$ cat src/rtl/lfsr16_rr_sched.sv
// Shared 16-bit Fibonacci LFSR word source with warm-up sequencer and a
// round-robin arbiter that delivers one word per grant to NREQ requesters.
module lfsr16_rr_sched #(
    parameter int          NREQ = 4,
    parameter logic [15:0] SEED = 16'hACE1,
    parameter int          WARM = 16
) (
    input  logic            clk_i,
    input  logic            reset_i,
    input  logic            seed_load_i,
    input  logic [15:0]     seed_in_i,
    input  logic [NREQ-1:0] req_i,
    output logic [NREQ-1:0] gnt_o,
    output logic            rnd_valid_o,
    output logic [15:0]     rnd_data_o,
    output logic            busy_o,
    output logic [15:0]     gnt_count_o
);
    localparam int PW = $clog2(NREQ);
    localparam logic [7:0] WARM_LAST = 8'((WARM == 0) ? 0 : WARM - 1);

    typedef enum logic {WARMUP, RUN} state_t;
    localparam state_t RST_STATE = (WARM == 0) ? RUN : WARMUP;

    function automatic logic [15:0] lfsr_next(input logic [15:0] q);
        return {q[14:0], q[15] ^ q[13] ^ q[12] ^ q[10]};
    endfunction

    state_t          state_q, state_d;
    logic [15:0]     lfsr_q, lfsr_d;
    logic [7:0]      warm_q, warm_d;
    logic [PW-1:0]   ptr_q, ptr_d;
    logic [NREQ-1:0] gnt_q, gnt_d;
    logic            vld_q, vld_d;
    logic [15:0]     data_q, data_d;
    logic [15:0]     cnt_q, cnt_d;

    // Round-robin search: first set request at or above ptr, wrapping.
    logic          win_found;
    logic [PW-1:0] win_idx;
    logic [PW-1:0] idx;
    always_comb begin
        win_found = 1'b0;
        win_idx   = '0;
        idx       = '0;
        for (int i = 0; i < NREQ; i++) begin
            idx = PW'((int'(ptr_q) + i) % NREQ);
            if (!win_found && req_i[idx]) begin
                win_found = 1'b1;
                win_idx   = idx;
            end
        end
    end

    always_comb begin
        state_d = state_q;
        lfsr_d  = lfsr_q;
        warm_d  = warm_q;
        ptr_d   = ptr_q;
        gnt_d   = '0;
        vld_d   = 1'b0;
        data_d  = data_q;
        cnt_d   = cnt_q;
        if (seed_load_i) begin
            // An all-zero seed would lock the LFSR, so fall back to SEED.
            lfsr_d  = (seed_in_i == 16'h0000) ? SEED : seed_in_i;
            warm_d  = '0;
            state_d = RST_STATE;
        end else if (state_q == WARMUP) begin
            lfsr_d = lfsr_next(lfsr_q);
            warm_d = warm_q + 8'd1;
            if (warm_q == WARM_LAST) state_d = RUN;
        end else if (win_found) begin
            gnt_d  = NREQ'(1) << win_idx;
            vld_d  = 1'b1;
            data_d = lfsr_q;
            lfsr_d = lfsr_next(lfsr_q);
            ptr_d  = (win_idx == PW'(NREQ - 1)) ? '0 : win_idx + 1'b1;
            cnt_d  = cnt_q + 16'd1;
        end
    end

    always_ff @(posedge clk_i) begin
        if (reset_i) begin
            state_q <= RST_STATE;
            lfsr_q  <= SEED;
            warm_q  <= '0;
            ptr_q   <= '0;
            gnt_q   <= '0;
            vld_q   <= 1'b0;
            data_q  <= 16'h0000;
            cnt_q   <= 16'h0000;
        end else begin
            state_q <= state_d;
            lfsr_q  <= lfsr_d;
            warm_q  <= warm_d;
            ptr_q   <= ptr_d;
            gnt_q   <= gnt_d;
            vld_q   <= vld_d;
            data_q  <= data_d;
            cnt_q   <= cnt_d;
        end
    end

    assign gnt_o       = gnt_q;
    assign rnd_valid_o = vld_q;
    assign rnd_data_o  = data_q;
    assign busy_o      = (state_q == WARMUP);
    assign gnt_count_o = cnt_q;
endmodule

$ cat config.mk
export PLATFORM = sky130hd
export DESIGN_NAME = lfsr16_rr_sched
export DESIGN_NICKNAME = d
export VERILOG_FILES = /design/src/rtl/lfsr16_rr_sched.sv
export SDC_FILE = /design/constraint.sdc
export NUM_CORES = 1
export LEC_CHECK = 0
export BUFFER_PORTS_ARGS = -buffer_cell sky130_fd_sc_hd__buf_2
export CAP_MARGIN = 20
export CORE_MARGIN = 3
export CORE_UTILIZATION = 45
export DETAILED_ROUTE_END_ITERATION = 10
export PLACE_DENSITY = 0.73
export SYNTH_ARGS = -nofsm -noshare
export SYNTH_HDL_FRONTEND = slang
export SYNTH_SLANG_ARGS = --single-unit
$ cat constraint.sdc
create_clock -name clk_i -period 1.73 [get_ports clk_i]
set_input_delay 0.173 -clock clk_i [delete_from_list [all_inputs] [get_ports clk_i]]
set_output_delay 0.173 -clock clk_i [all_outputs]
set_load 0.05 [all_outputs]
==> flow_summary_export.csv <==
group,metric,value,unit
worst_setup_path,critPathTopFamily,"simple AND/OR/NAND/NOR gates",
synthesis,synth-xor-area-share,8.025,%
global_route,gr-usage-met3,3.689,%
synthesis,seq_area_frac_synth,45.15,%
routing,dr.pass1.iters,4,
finish,nets,405,
synthesis,synthArstFlopShare,0,%
die,die_y,85.41,um
finish,syn2layout_area_growth,20.59,%
hold_path,hold-path-cell-count,3,
worst_setup_path,worstSetupStartpoint,"ptr_q[1]",
global_route,antenna_found_initial,0,
die,fp.dieW,85.41,um
power,seqPwrFrac,53.2,%
placement,routabilityCongestion,0.8152,
power,p_total,0.002871,W
clocking,cts_made_buffers,9,
die,io_pins,61,
worst_setup_path,rrSetupSlack,0.14,ns
routing,drt_iter0_drc,78,
global_route,grt_max_degree,21,
timing,final-hold-violation-count,0,
clocking,clock_latency,0.33,ns
timing,worst_slack,0.1407,ns
synthesis,netlist_instances,311,
power,p_switching,0.0006912,W
die,design.core.area,0.006026,mm^2
worst_setup_path,path_class,"reg -> reg",
hold_path,holdPathEnd,"lfsr_q[11]",
global_route,grt.busiest_layer,"met2",
power,intPower,0.002180,W
routing,ant_nets,0,
clocking,post_cts_resize_count,0,
hold_path,hold_start,"seed_in_i[11]",
finish,final_cell_count_no_fill,460,
clocking,clock_path_buffers,2,
die,rows,28,
power,p_leak,1.434,nW
placement,dp_hpwl,4346,um
timing,post-route-min-period,1.589,ns
timing,tightest_slew,0.5135,ns
global_route,grt_pass1_wl,9825,um
worst_setup_path,cp.required,1.98,ns
worst_setup_path,path_buf_inv,0,
power,p_sw_share,24.07,%
worst_setup_path,start_kind,"flop",
routing,vias_per_cell,5.052,
timing,slew_headroom,65.51,%
power,pwr-share-clk,40.2,%
worst_setup_path,r2r_start,"ptr_q[1]",
synthesis,synth_area,0.002838,mm^2
clocking,cts_setup_buffers,0,
worst_setup_path,crit_fanout,4,
timing,clock_skew,0.008482,ns
clocking,clockRootBuffer,"clkbuf_8",
synthesis,yosys.area.top_type_share,45.15,%
synthesis,netlist_top_cells_count,"dfxtp_1 (64), nand2_1 (39), nor2_1 (37), a21oi_1 (29), xnor2_1 (14)",
synthesis,ys.flop_type,"dfxtp_1",
global_route,grt_pass1_vias,2149,
synthesis,synth_edf_count,0,
synthesis,synthAdderAreaFrac,0.8818,%
clocking,cts.htree.levels,3,
synthesis,synth_fp_nets,336,
worst_setup_path,cp.arrival,1.84,ns
synthesis,synth.top_cells.by_area,"dfxtp_1 (45%), nand2_1 (5.2%), a21oi_1 (5.1%)",
finish,antenna_cells,0,
worst_setup_path,endpoint_kind,"flop",
routing,drc_errors,0,
synthesis,synth_top_family_by_area,"simple AND/OR/NAND/NOR gates",
routing,vias,2324,
finish,fillers,555,
clocking,cts-hold-fix-buffers,0,
worst_setup_path,max_stage_delay,0.53,ns
clocking,clk_pin_slew,0.07,ns
outcome,outcome,"finished clean",
synthesis,synthMuxAreaShare,2.469,%
timing,drv_slew,0,
placement,pre_cts_slack,-0.05463,ns
synthesis,yosysWarnings,0,
die,dieArea,0.007295,mm^2
worst_setup_path,cpMaxStageDelayCell,"or4_4",
global_route,gr-usage-all-layers,16.93,%
synthesis,ys_ff_latch,64,
timing,setup_violations,0,
hold_path,min_path_type,"in -> reg",
power,p_comb_share,6.6,%
timing,min_period_over_period,91.86,%
clocking,cts_num_sinks,64,
routing,drt-total-wl,5876,um
placement,dp_cells,444,
finish,final_layout_size_suffix_gt1_share,32.99,%
clocking,cts_tree,"done",
synthesis,synth_cell_types,43,
synthesis,synth_simple_gate_area_share,22.88,%
flow_run,maxCapViolations,0,
synthesis,synth_compound_area_share,14.81,%
timing,whs,0.1147,ns
global_route,grt_use_met1,21.70,%
routing,wl_per_cell,12.77,um
global_route,met2_usage,26.55,%
global_route,grt_overflow,0,
power,p_per_area,839.0,mW/mm^2
synthesis,yosysMostFrequentCell,"dfxtp_1",
synthesis,synth_area_leader_cell,"dfxtp_1",
worst_setup_path,r2r_end,"ptr_q[1]",
timing,max_freq,0.6292,GHz
power,vdd_ir_drop_max,0.5926,mV
timing,rsz0062_at_grt,"false",
worst_setup_path,r2r_cells,5,
worst_setup_path,crit_chain,"mux2i_1, nor2_1, or4_4, xnor2_1, a211oi_1",
die,initial_core_util,47.09,%
synthesis,postSynthAreaPerCell,9.125,um^2
placement,portBuffers,60,
registers in the layout, summed over array words and instances (netlist names):
name and flops:
ptr_q 2, gnt_count_o 16, warm_q 8, rnd_valid_o 1, rnd_data_o 16, state_q 1
lfsr_q 16, gnt_o 4
worst min-delay path: cells and delay by family:
family | cells | cell delay [ns]
buf+inv | 1 | 0.08
compound gates | 2 | 0.16
logic make-up after synthesis:
group           after synthesis
simple gates                126
fa+ha+maj                     2
flops                        64
xor+xnor                     26
mux                           7
compound gates               61
buf+inv                      25
layout by cell type, fill, tap and decap left out, drive strengths merged, types with 3 or more instances in the layout:
master  Yosys  routed
buf         7      73
dfxtp      64      64
nand2      41      41
nor2       40      40
a21oi      29      29
xnor2      14      14
xor2       12      12
clkbuf      8      11
o21ai      11      11
inv        10      10
o22ai       9       9
mux2i       7       7
a211oi      7       7
nand3       7       7
nor3        6       6
nand4       6       6
or4         6       6
nand2b      4       4
clkinv      0       4
nor4        4       4
and2        3       3
o221ai      3       3
metrics by stage:
step / area, um^2 / setup TNS [ns] / util [%]
2_1_floorplan: 2856 / 0 / -
3_3_place_gp: 3234 / -0.0004511 / 53.68
3_5_place_dp: 3234 / -0.1516 / 53.68
4_1_cts: 3417 / 0 / 56.71
5_1_grt: 3422 / 0 / 56.79
6_report: 3422 / 0 / 56.79
cell type report:
cell class | instances | area (um^2) | area share, %
multi-input combinational | 222 | 1396 | 40.80
sequential | 64 | 1301 | 38.03
timing repair buffer | 73 | 410.4 | 11.99
clock buffer | 11 | 151.4 | 4.424
tap | 75 | 93.84 | 2.742
inverter | 10 | 37.54 | 1.097
clock inverter | 5 | 31.28 | 0.9141
routing by layer:
layer | part of all wire (%) | vias to the layer above
met3 | 4.7 | 8
met5 | 0 | -
met4 | 1.7 | 0
li1 | - | 1218
met1 | 48 | 1050
met2 | 46 | 48
worst max path at each step:
stage / to / depth (start not counted) / slack (ns)
floorplan: gnt_count_o[15] / 5 / 0.01
global placement: lfsr_q[8] / 7 / -0.0004
detailed placement: lfsr_q[8] / 7 / -0.05
CTS: ptr_q[1] / 5 / 0.06
global route: ptr_q[1] / 5 / 0.05
finish: ptr_q[1] / 5 / 0.14
power groups by stage:
| stage | Combinational [W] | Sequential, W | Clock (W) |
|---|---|---|---|
| final | 0.000191 | 0.00153 | 0.00115 |
| after global routing | 0.000210 | 0.00153 | 0.00126 |
| after CTS | 0.000190 | 0.00153 | 0.00119 |
| after detailed placement | 0.000189 | 0.00156 | 0 |
| after global placement | 0.000186 | 0.00156 | 0 |
| after floorplan | 0.000141 | 0.00155 | 0 |
(Power assumes the default switching activity.)
